## src/rtl/bsg_manycore_endpoint_tx_mux_pkg.sv

```systemverilog
// Shared types and widths for the endpoint TX mux and its tag allocator.
package bsg_manycore_endpoint_tx_mux_pkg;

   localparam int bsg_manycore_reg_id_width_gp          = 5;
   localparam int bsg_manycore_return_pkt_type_width_gp = 2;
   localparam int tx_mux_chan_id_width_gp               = 4;

   // One in-flight tag: which channel owns it and the reg_id that channel originally used.
   typedef struct packed {
      logic [tx_mux_chan_id_width_gp-1:0]      chan_id;
      logic [bsg_manycore_reg_id_width_gp-1:0] reg_id;
   } tx_mux_tag_entry_s;

   function automatic int safe_clog2(input int x);
      return (x > 1) ? $clog2(x) : 1;
   endfunction

endpackage

```

## src/rtl/bsg_manycore_endpoint_tx_mux_tag_alloc.sv

```systemverilog
// Tag free list with lowest-index allocation, plus the tag -> {channel, reg_id} table.
module bsg_manycore_tag_alloc
   import bsg_manycore_endpoint_tx_mux_pkg::*;
#(
   parameter int num_tags_p = 16,
   localparam int tag_width_lp = safe_clog2(num_tags_p)
) (
   input  logic                                     clk_i,
   input  logic                                     reset_n_i,
   input  logic                                     alloc_v_i,
   input  tx_mux_tag_entry_s                        alloc_entry_i,
   output logic                                     alloc_avail_o,
   output logic [tag_width_lp-1:0]                  alloc_tag_o,
   input  logic [bsg_manycore_reg_id_width_gp-1:0]  lookup_tag_i,
   output logic                                     lookup_busy_o,
   output tx_mux_tag_entry_s                        lookup_entry_o,
   input  logic                                     free_v_i
);

   logic [num_tags_p-1:0] free_q, free_d;
   tx_mux_tag_entry_s     table_q [num_tags_p];
   logic                  found;
   logic                  in_range;
   logic [tag_width_lp-1:0] lookup_idx;

   always_comb begin
      alloc_avail_o = |free_q;
      alloc_tag_o   = '0;
      found         = 1'b0;
      for (int i = 0; i < num_tags_p; i++) begin
         if (!found && free_q[i]) begin
            alloc_tag_o = tag_width_lp'(i);
            found       = 1'b1;
         end
      end
   end

   // Tags outside the table are never allocated, so they look like free tags to the caller.
   always_comb begin
      in_range       = (int'(lookup_tag_i) < num_tags_p);
      lookup_idx     = lookup_tag_i[tag_width_lp-1:0];
      lookup_busy_o  = 1'b0;
      lookup_entry_o = '0;
      if (in_range) begin
         lookup_busy_o  = ~free_q[lookup_idx];
         lookup_entry_o = table_q[lookup_idx];
      end
   end

   always_comb begin
      free_d = free_q;
      if (free_v_i && lookup_busy_o) free_d[lookup_idx] = 1'b1;
      if (alloc_v_i && alloc_avail_o) free_d[alloc_tag_o] = 1'b0;
   end

   always_ff @(posedge clk_i or negedge reset_n_i) begin
      if (!reset_n_i) begin
         free_q <= '1;
         for (int i = 0; i < num_tags_p; i++) table_q[i] <= '0;
      end else begin
         free_q <= free_d;
         if (alloc_v_i && alloc_avail_o) table_q[alloc_tag_o] <= alloc_entry_i;
      end
   end

endmodule

```

## src/rtl/bsg_manycore_endpoint_tx_mux.sv

```systemverilog
// Round-robin mux of several requesters onto one endpoint TX port, with reg_id tag rewriting
// and return routing back to the owning channel.
module bsg_manycore_endpoint_tx_mux
   import bsg_manycore_endpoint_tx_mux_pkg::*;
#(
   parameter int num_chan_p        = 2,
   parameter int num_tags_p        = 16,
   parameter int max_outstanding_p = 8,
   parameter int data_width_p      = 32,
   parameter int packet_width_p    = 64,
   parameter int reg_id_lsb_p      = 8,
   localparam int reg_id_w_lp      = bsg_manycore_reg_id_width_gp,
   localparam int pkt_type_w_lp    = bsg_manycore_return_pkt_type_width_gp,
   localparam int cnt_w_lp         = $clog2(max_outstanding_p + 1),
   localparam int chan_w_lp        = safe_clog2(num_chan_p),
   localparam int tag_w_lp         = safe_clog2(num_tags_p)
) (
   input  logic                                 clk_i,
   input  logic                                 reset_n_i,
   input  logic [num_chan_p-1:0]                req_v_i,
   input  logic [num_chan_p*packet_width_p-1:0] req_packet_i,
   output logic [num_chan_p-1:0]                req_ready_o,
   output logic                                 out_v_o,
   output logic [packet_width_p-1:0]            out_packet_o,
   input  logic                                 out_credit_or_ready_i,
   input  logic                                 returned_v_i,
   input  logic [data_width_p-1:0]              returned_data_i,
   input  logic [reg_id_w_lp-1:0]               returned_reg_id_i,
   input  logic [pkt_type_w_lp-1:0]             returned_pkt_type_i,
   output logic                                 returned_yumi_o,
   output logic [num_chan_p-1:0]                resp_v_o,
   output logic [data_width_p-1:0]              resp_data_o,
   output logic [reg_id_w_lp-1:0]               resp_reg_id_o,
   output logic [pkt_type_w_lp-1:0]             resp_pkt_type_o,
   input  logic [num_chan_p-1:0]                resp_yumi_i,
   output logic [num_chan_p*cnt_w_lp-1:0]       outstanding_o,
   output logic                                 err_unalloc_tag_o
);

   logic [cnt_w_lp-1:0]       cnt_q [num_chan_p];
   logic [cnt_w_lp-1:0]       cnt_d [num_chan_p];
   logic [chan_w_lp-1:0]      rr_q, rr_d;
   logic                      err_q, err_d;
   logic [num_chan_p-1:0]     eligible;
   logic                      grant_v;
   logic [chan_w_lp-1:0]      grant_ch;
   logic [packet_width_p-1:0] grant_pkt;
   logic                      alloc_avail;
   logic [tag_w_lp-1:0]       alloc_tag;
   tx_mux_tag_entry_s         alloc_entry;
   tx_mux_tag_entry_s         lookup_entry;
   logic                      lookup_busy;
   logic                      ret_hit;
   logic                      owner_yumi;
   logic                      free_v;

   bsg_manycore_tag_alloc #(.num_tags_p(num_tags_p)) tag_alloc (
      .clk_i         (clk_i),
      .reset_n_i     (reset_n_i),
      .alloc_v_i     (grant_v),
      .alloc_entry_i (alloc_entry),
      .alloc_avail_o (alloc_avail),
      .alloc_tag_o   (alloc_tag),
      .lookup_tag_i  (returned_reg_id_i),
      .lookup_busy_o (lookup_busy),
      .lookup_entry_o(lookup_entry),
      .free_v_i      (free_v)
   );

   // Outputs are gated by reset so nothing handshakes while state is being cleared.
   always_comb begin
      grant_v  = 1'b0;
      grant_ch = '0;
      for (int ch = 0; ch < num_chan_p; ch++)
         eligible[ch] = req_v_i[ch] && (cnt_q[ch] < cnt_w_lp'(max_outstanding_p));
      if (reset_n_i && out_credit_or_ready_i && alloc_avail) begin
         for (int i = 0; i < num_chan_p; i++) begin
            if (!grant_v && eligible[(int'(rr_q) + i) % num_chan_p]) begin
               grant_v  = 1'b1;
               grant_ch = chan_w_lp'((int'(rr_q) + i) % num_chan_p);
            end
         end
      end
      for (int ch = 0; ch < num_chan_p; ch++)
         req_ready_o[ch] = grant_v && (int'(grant_ch) == ch);
   end

   always_comb begin
      grant_pkt    = req_packet_i[int'(grant_ch)*packet_width_p +: packet_width_p];
      out_v_o      = grant_v;
      out_packet_o = grant_pkt;
      out_packet_o[reg_id_lsb_p +: reg_id_w_lp] = reg_id_w_lp'(alloc_tag);
      alloc_entry.chan_id = tx_mux_chan_id_width_gp'(grant_ch);
      alloc_entry.reg_id  = grant_pkt[reg_id_lsb_p +: reg_id_w_lp];
   end

   // A return on a free tag is swallowed so the endpoint never stalls on a stray packet.
   always_comb begin
      ret_hit    = reset_n_i && returned_v_i && lookup_busy;
      owner_yumi = 1'b0;
      for (int ch = 0; ch < num_chan_p; ch++) begin
         resp_v_o[ch] = ret_hit && (int'(lookup_entry.chan_id) == ch);
         owner_yumi   = owner_yumi | (resp_v_o[ch] & resp_yumi_i[ch]);
      end
      returned_yumi_o = reset_n_i && returned_v_i && (lookup_busy ? owner_yumi : 1'b1);
      free_v          = ret_hit && owner_yumi;
      resp_data_o     = returned_data_i;
      resp_reg_id_o   = lookup_entry.reg_id;
      resp_pkt_type_o = returned_pkt_type_i;
      err_d           = err_q | (reset_n_i && returned_v_i && !lookup_busy);
   end

   always_comb begin
      rr_d = rr_q;
      if (grant_v)
         rr_d = (int'(grant_ch) == num_chan_p - 1) ? '0 : grant_ch + chan_w_lp'(1);
      for (int ch = 0; ch < num_chan_p; ch++) begin
         cnt_d[ch] = cnt_q[ch];
         if (req_ready_o[ch] && !(free_v && int'(lookup_entry.chan_id) == ch))
            cnt_d[ch] = cnt_q[ch] + cnt_w_lp'(1);
         else if (!req_ready_o[ch] && free_v && int'(lookup_entry.chan_id) == ch)
            cnt_d[ch] = cnt_q[ch] - cnt_w_lp'(1);
         outstanding_o[ch*cnt_w_lp +: cnt_w_lp] = cnt_q[ch];
      end
      err_unalloc_tag_o = err_q;
   end

   always_ff @(posedge clk_i or negedge reset_n_i) begin
      if (!reset_n_i) begin
         rr_q  <= '0;
         err_q <= 1'b0;
         for (int ch = 0; ch < num_chan_p; ch++) cnt_q[ch] <= '0;
      end else begin
         rr_q  <= rr_d;
         err_q <= err_d;
         for (int ch = 0; ch < num_chan_p; ch++) cnt_q[ch] <= cnt_d[ch];
      end
   end

endmodule
```

## config.mk

```make
export PLATFORM = sky130hd
export DESIGN_NAME = bsg_manycore_endpoint_tx_mux
export DESIGN_NICKNAME = d
export VERILOG_FILES = /design/src/rtl/bsg_manycore_endpoint_tx_mux_pkg.sv /design/src/rtl/bsg_manycore_endpoint_tx_mux_tag_alloc.sv /design/src/rtl/bsg_manycore_endpoint_tx_mux.sv
export SDC_FILE = /design/constraint.sdc
export NUM_CORES = 1
export LEC_CHECK = 0
export BUFFER_PORTS_ARGS = -buffer_cell sky130_fd_sc_hd__buf_2
export CAP_MARGIN = 20
export CORE_MARGIN = 3
export CORE_UTILIZATION = 30
export DETAILED_ROUTE_END_ITERATION = 10
export HOLD_SLACK_MARGIN = 0.12
export PLACE_DENSITY = 0.59
export SETUP_SLACK_MARGIN = 0.5
export SLEW_MARGIN = 15
export SYNTH_ARGS = -nofsm -noshare
export SYNTH_HDL_FRONTEND = slang
export SYNTH_HIERARCHICAL = 1
export SYNTH_SLANG_ARGS = --single-unit
```

## constraint.sdc

```tcl
create_clock -name clk_i -period 7.86 [get_ports clk_i]
set_input_delay 0.393 -clock clk_i [delete_from_list [all_inputs] [get_ports clk_i]]
set_output_delay 0.393 -clock clk_i [all_outputs]
set_load 0.01 [all_outputs]
```

Word level (Yosys, flattened, before mapping). Index checks and enable logic that the tools add are counted.

$add $sub $neg: 6. Multipliers: 0. Divide/modulo/power cells: 0. $lt $le $gt $ge: 12. Equality and inequality tests: 1. Shifts and indexed selects: 1. Mux-type cells: 64. Bitwise gates (word level): 12. Reduce and logical (&&, ||, !) cells: 67.

Operators with widths (count): $bwmux W144 (1); $shiftx A128 B8 Y64 (1); $mux W4 (12); $logic_and A1 B1 Y1 (42); $bmux W9 S4 (1); $demux W9 S4 (1); $mux W9 (4); $mux W1 (34); $mux W16 (2); $logic_not A1 Y1 (21); $and A16 B16 Y16 (1); $not A16 Y16 (1); $or A16 B16 Y16 (1); $reduce_or A16 Y1 (1); $mux W3 (4); $ge A5 B5 Y1 const B (2); $lt A4 B5 Y1 const B (2); $not A4 Y5 (2); $add A4 B1 Y4 const B (2); $demux W1 S4 (2); $ge A4 B1 Y1 const B (2); $lt A4 B4 Y1 const B (2); $sub A4 B1 Y4 const B (2); $lt A5 B1 Y1 const B (1); 13 further kinds (19).

Register bits after elaboration: 170. Latch bits: 0. Memory bits (writable): 0. ROM bits: 0. Input bits: 175. Output and inout port bits: 118. Word-level logic and storage cells: 200. Memories kept: 0.

Longest topological paths before layout.
Word-level depth: 53. Mapped depth: 14. Mapped depth without buffers: 13.

Cells and area by module. Netlist, hierarchy kept.

Modules (own cells, without submodules): bsg_manycore_tag_alloc (times used 1, cells each 507, area an instance 7654.8 um^2, seq. area each 4023.9 um^2); bsg_manycore_endpoint_tx_mux (times used 1, cells each 363, area an instance 2187.1 um^2, seq. area each 250.2 um^2).

Worst setup path before layout. Ideal clock, no wire load.

Path type: input -> register. Start point: input returned_reg_id_i[0]. End point: register cnt_q, in the netlist outstanding_o[3]. Setup time: 0.079 ns. Arrival time: 3.782 ns. Data required time: 7.781 ns. Slack: 3.999 ns. Stages: 13. Path buffers: 2. Path through: buf_2 -> buf_2 -> mux4_2 -> mux4_2 -> nor2b_1 -> nor4b_4 -> nand3_4 -> o21ai_2 -> ha_1 -> a21o_1 -> a21oi_1 -> mux2i_1 -> xor2_1.

RTL lines: start: declaration (line bsg_manycore_endpoint_tx_mux.sv:28) `input logic [reg_id_w_lp-1:0] returned_reg_id_i,`; end: declaration (line bsg_manycore_endpoint_tx_mux.sv:40) `logic [cnt_w_lp-1:0] cnt_q [num_chan_p];`.

Worst setup path in the final report.
Start point: register tag_alloc.free_q[5]. End point: output out_packet_o[46].

Word-level cells in the longest chain between the ends: 4.

Ends and longest elaborated chain: start: declaration (line bsg_manycore_endpoint_tx_mux_tag_alloc.sv:20) `logic [num_tags_p-1:0] free_q, free_d;`; start signal: assignment (line bsg_manycore_endpoint_tx_mux_tag_alloc.sv:61) `free_q <= free_d;`; $reduce_or A16 Y1 (line bsg_manycore_endpoint_tx_mux_tag_alloc.sv:27) `alloc_avail_o = |free_q;`; via alloc_avail (line bsg_manycore_endpoint_tx_mux.sv:48) `logic alloc_avail;`; $logic_and A1 B1 Y1 (line bsg_manycore_endpoint_tx_mux.sv:76) `if (reset_n_i && out_credit_or_ready_i && alloc_avail) begin`; $mux W1 (line bsg_manycore_endpoint_tx_mux.sv:76); $shiftx A128 B8 Y64 (line bsg_manycore_endpoint_tx_mux.sv:89) `grant_pkt = req_packet_i[int'(grant_ch)*packet_width_p +: packet_width_p];`; end: declaration (line bsg_manycore_endpoint_tx_mux.sv:24) `output logic [packet_width_p-1:0] out_packet_o,`.

The timed path passes the listed nets, and every way through them passes these cells.

==> results.py <==
metrics = {
    "global_routing": {
        "grt_max_degree": 97,
        "overflow": 0,
        "grt_use_total_pct": 15.0,
        "grt_pass1_wl_um": 40700,
        "grt_pass1_vias": 6933,
        "antenna_found_initial": 3,
    },
    "cts": {
        "clkLatencyLatePin_ps": 430,
        "tritoncts": "yes",
        "cts_buffer_depth": 2,
        "cts_root_buffer": "clkbuf_16",
        "cts_htree_levels": 4,
        "postCtsSetupBuffers": 0,
        "cts_sinks": 170,
        "clkTransAtPathRegs_ps": 60,
        "cts_buffers": 17,
        "cts_resized": 0,
        "ctsHoldBuffers": 1,
    },
    "floorplanning": {
        "dieArea_sq_mm": 0.0350,
        "start_util_pct": 30.8,
        "die_h_um": 187,
        "rows": 65,
        "die_w_um": 187,
        "core-area_sq_mm": 0.0320,
        "num_io_pins": 293,
    },
    "routing": {
        "wl_per_cell_um": 18.2,
        "dr_wl_met2_um": 12500,
        "highest_layer": "met5",
        "firstDrtPassIters": 5,
        "drc_errors": 0,
        "wl_um": 26400,
        "vias": 6902,
        "viasPerCell": 4.75,
        "wl_met3_um": 1430,
        "drt-initial-drc-count": 480,
        "postRouteAntennaNets": 0,
        "met1_length_um": 12000,
    },
    "layout": {
        "postLayoutCellArea_sq_mm": 0.0114,
        "fillCellCount": 3154,
        "finalNetCount": 1189,
        "antennaDiodeCount": 0,
        "area_growth_pct": 16.2,
        "layout-drive-gt1-share_pct": 49.1,
    },
    "critical_path": {
        "cp.arrival_ps": 3990,
        "r2r-start": "tag_alloc/free_q[5]",
        "crit_type": "reg -> out",
        "rr_worst_depth": 12,
        "rr_endpoint": "tag_alloc/table_q[112]",
        "crit_required_ps": 7470,
        "reg2reg_setup_slack_ps": 3740,
        "critPathMaxFanout": 66,
        "critPathLaunchType": "flop",
        "cp-end-kind": "primary output",
    },
    "timing": {
        "hold_violations": 0,
        "finalSetupViolCount": 0,
        "relSlewSlack_pct": 30.8,
        "finalClockSkew_ps": 9.14,
        "period_share_pct": 55.7,
        "worst_slack_ps": 3480,
        "clock.fmax_mhz": 228,
        "slew_viol_final": 0,
        "final.setup.tns_ps": 0,
        "fin_crit_ps": 4380,
        "worst_pin_slew_ps": 1040,
        "rsz0062_at_grt": "no",
    },
    "placed_design": {
        "port_buffers": 223,
        "post-place-ws_ps": 3470,
        "dpl_cell_area_sq_mm": 0.0108,
        "post-dp-hpwl_um": 18100,
        "place_congestion": 0.884,
    },
    "synthesis": {
        "yosys_warnings": 6,
        "ys_ff_latch": 170,
        "ys.flop_type": "dfrtp_1",
        "synth-async-reset-ratio_pct": 100,
        "synth_top_area_share_pct": 39.2,
        "ys_seq_area_share_pct": 43.4,
        "synth_edf_count": 0,
        "synth_area_sq_mm": 0.00984,
        "synth_common_cells": "nand2_1 (207), dfrtp_1 (154), mux2_2 (139)",
        "syn_area_per_cell_sq_um": 11.3,
        "yosysTopAreaCell": "dfrtp_1",
        "synth_cell_type_count": 59,
        "yosysMostFrequentCell": "nand2_1",
        "netlist_instances": 870,
        "synth_area_leaders": "dfrtp_1 (39%), mux2_2 (16%), mux4_2 (11%), nand2_1 (7.9%), buf_4 (7.2%)",
    },
    "flow_run": {
        "max_cap_violations": 0,
    },
    "run_status": {
        "outcome": "complete, no violations",
    },
    "hold_path": {
        "hold_start": "returned_v_i",
        "hold_end": "err_unalloc_tag_o",
        "hold_class": "in -> reg",
        "min_delay_path_depth": 3,
    },
    "power_and_ir_drop": {
        "p_per_area_mw_per_mm2": 261,
        "peakVddDrop_uv": 123,
        "leakage_nw": 5.70,
    },
}
-- cell type report --
class	instances	area (sq um)	area share, %
Clock inverter	11	170	1.49
Inverter	11	48.8	0.427
Tap cell	435	544	4.76
Multi-Input combinational cell	575	4730	41.3
Timing Repair Buffer	233	1220	10.7
Clock buffer	19	453	3.96
Sequential cell	170	4270	37.4
-- how the worst max path moves through the flow --
stage / from / endpoint / cells after the start
3_3_place_gp: returned_reg_id_i[1] / outstanding_o[3] / 13
5_1_grt: tag_alloc/free_q[5] / out_packet_o[40] / 12
4_1_cts: tag_alloc/free_q[5] / out_packet_o[46] / 12
6_report: tag_alloc/free_q[5] / out_packet_o[46] / 12
2_1_floorplan: returned_reg_id_i[0] / outstanding_o[3] / 13
3_5_place_dp: returned_reg_id_i[1] / outstanding_o[3] / 13
-- layout by cell type (no fill, tap or decap), drive strengths merged, types with 2 or more instances in the layout --
cell type / synthesis / layout
a21oi: 9 / 9
dfstp: 16 / 16
nand3b: 2 / 2
mux2: 140 / 140
a21o: 3 / 3
or3: 2 / 2
xor2: 6 / 6
inv: 11 / 12
nor3: 14 / 14
and2: 2 / 2
a22o: 9 / 9
nand2: 208 / 208
conb: 1 / 22
or4: 2 / 2
nor3b: 2 / 2
ha: 4 / 4
dfrtp: 154 / 154
nor2b: 13 / 13
and3: 5 / 5
a31oi: 9 / 9
nor2: 39 / 39
fa: 2 / 2
bufinv: 0 / 4
nand3: 7 / 7
buf: 109 / 232
nand2b: 2 / 2
a211oi: 2 / 2
nand4: 2 / 2
mux4: 49 / 49
o21ai: 3 / 3
mux2i: 2 / 2
o21a: 2 / 2
clkinvlp: 0 / 2
clkbuf: 26 / 19
nor4: 4 / 4
clkinv: 0 / 4
-- worst max-delay path, cell delays in order (launching register included) --
cell and delay (ps):
dfstp_2 390, or4_4 570, nand2b_4 190, nor2_4 240, nand2_1 100, and3_1 230
o211ai_4 70, buf_4 530, inv_2 310, buf_4 400, nand2_1 150, nand2_1 130
buf_2 180
-- sequential cells by signal, indices dropped and copies added (netlist names) --
name	cells
err_unalloc_tag_o	1
tag_alloc/free_q	16
rr_q	1
outstanding_o	8
tag_alloc/table_q	144
-- per-stage QoR --
stage	util, %	power, mW	hold slack (ps)	instances
finish	35.8	2.98	280	1454
global route	35.8	3.15	292	1454
CTS	35.7	3.01	260	1453
detailed placement	33.7	2.10	477	1422
global placement	33.7	2.08	463	1422
floorplan	-	1.89	97.4	891
-- power by group --
| group | internal, mW | switching, mW | total, mW |
|---|---|---|---|
| clock | 0.546 | 0.351 | 0.897 |
| sequential | 1.09 | 0.126 | 1.22 |
| combinational | 0.440 | 0.433 | 0.872 |
| total | 2.08 | 0.910 | 2.98 |
-- routing by layer --
layer / global-route usage [%] / vias to the layer above
met1: 20.6 / 3491
met2: 23.5 / 184
met4: 4.94 / 6
met3: 3.56 / 39
li1: - / 3182
met5: 0 / -
-- kinds of logic (layout without fill, tap and decap cells) --
| kind of cell | Yosys count | in the layout | synth area share, % |
|---|---|---|---|
| simple gates | 306 | 306 | 14.9 |
| mux | 191 | 191 | 27.4 |
| flops | 170 | 170 | 43.4 |
| buf+inv | 146 | 274 | 9.48 |
| compound gates | 44 | 44 | 3.24 |
| fa+ha+maj | 6 | 6 | 0.915 |
| xor+xnor | 6 | 6 | 0.534 |
| other cells | 1 | 22 | 0.0381 |
Note: power is estimated with default switching activity, not from simulation.
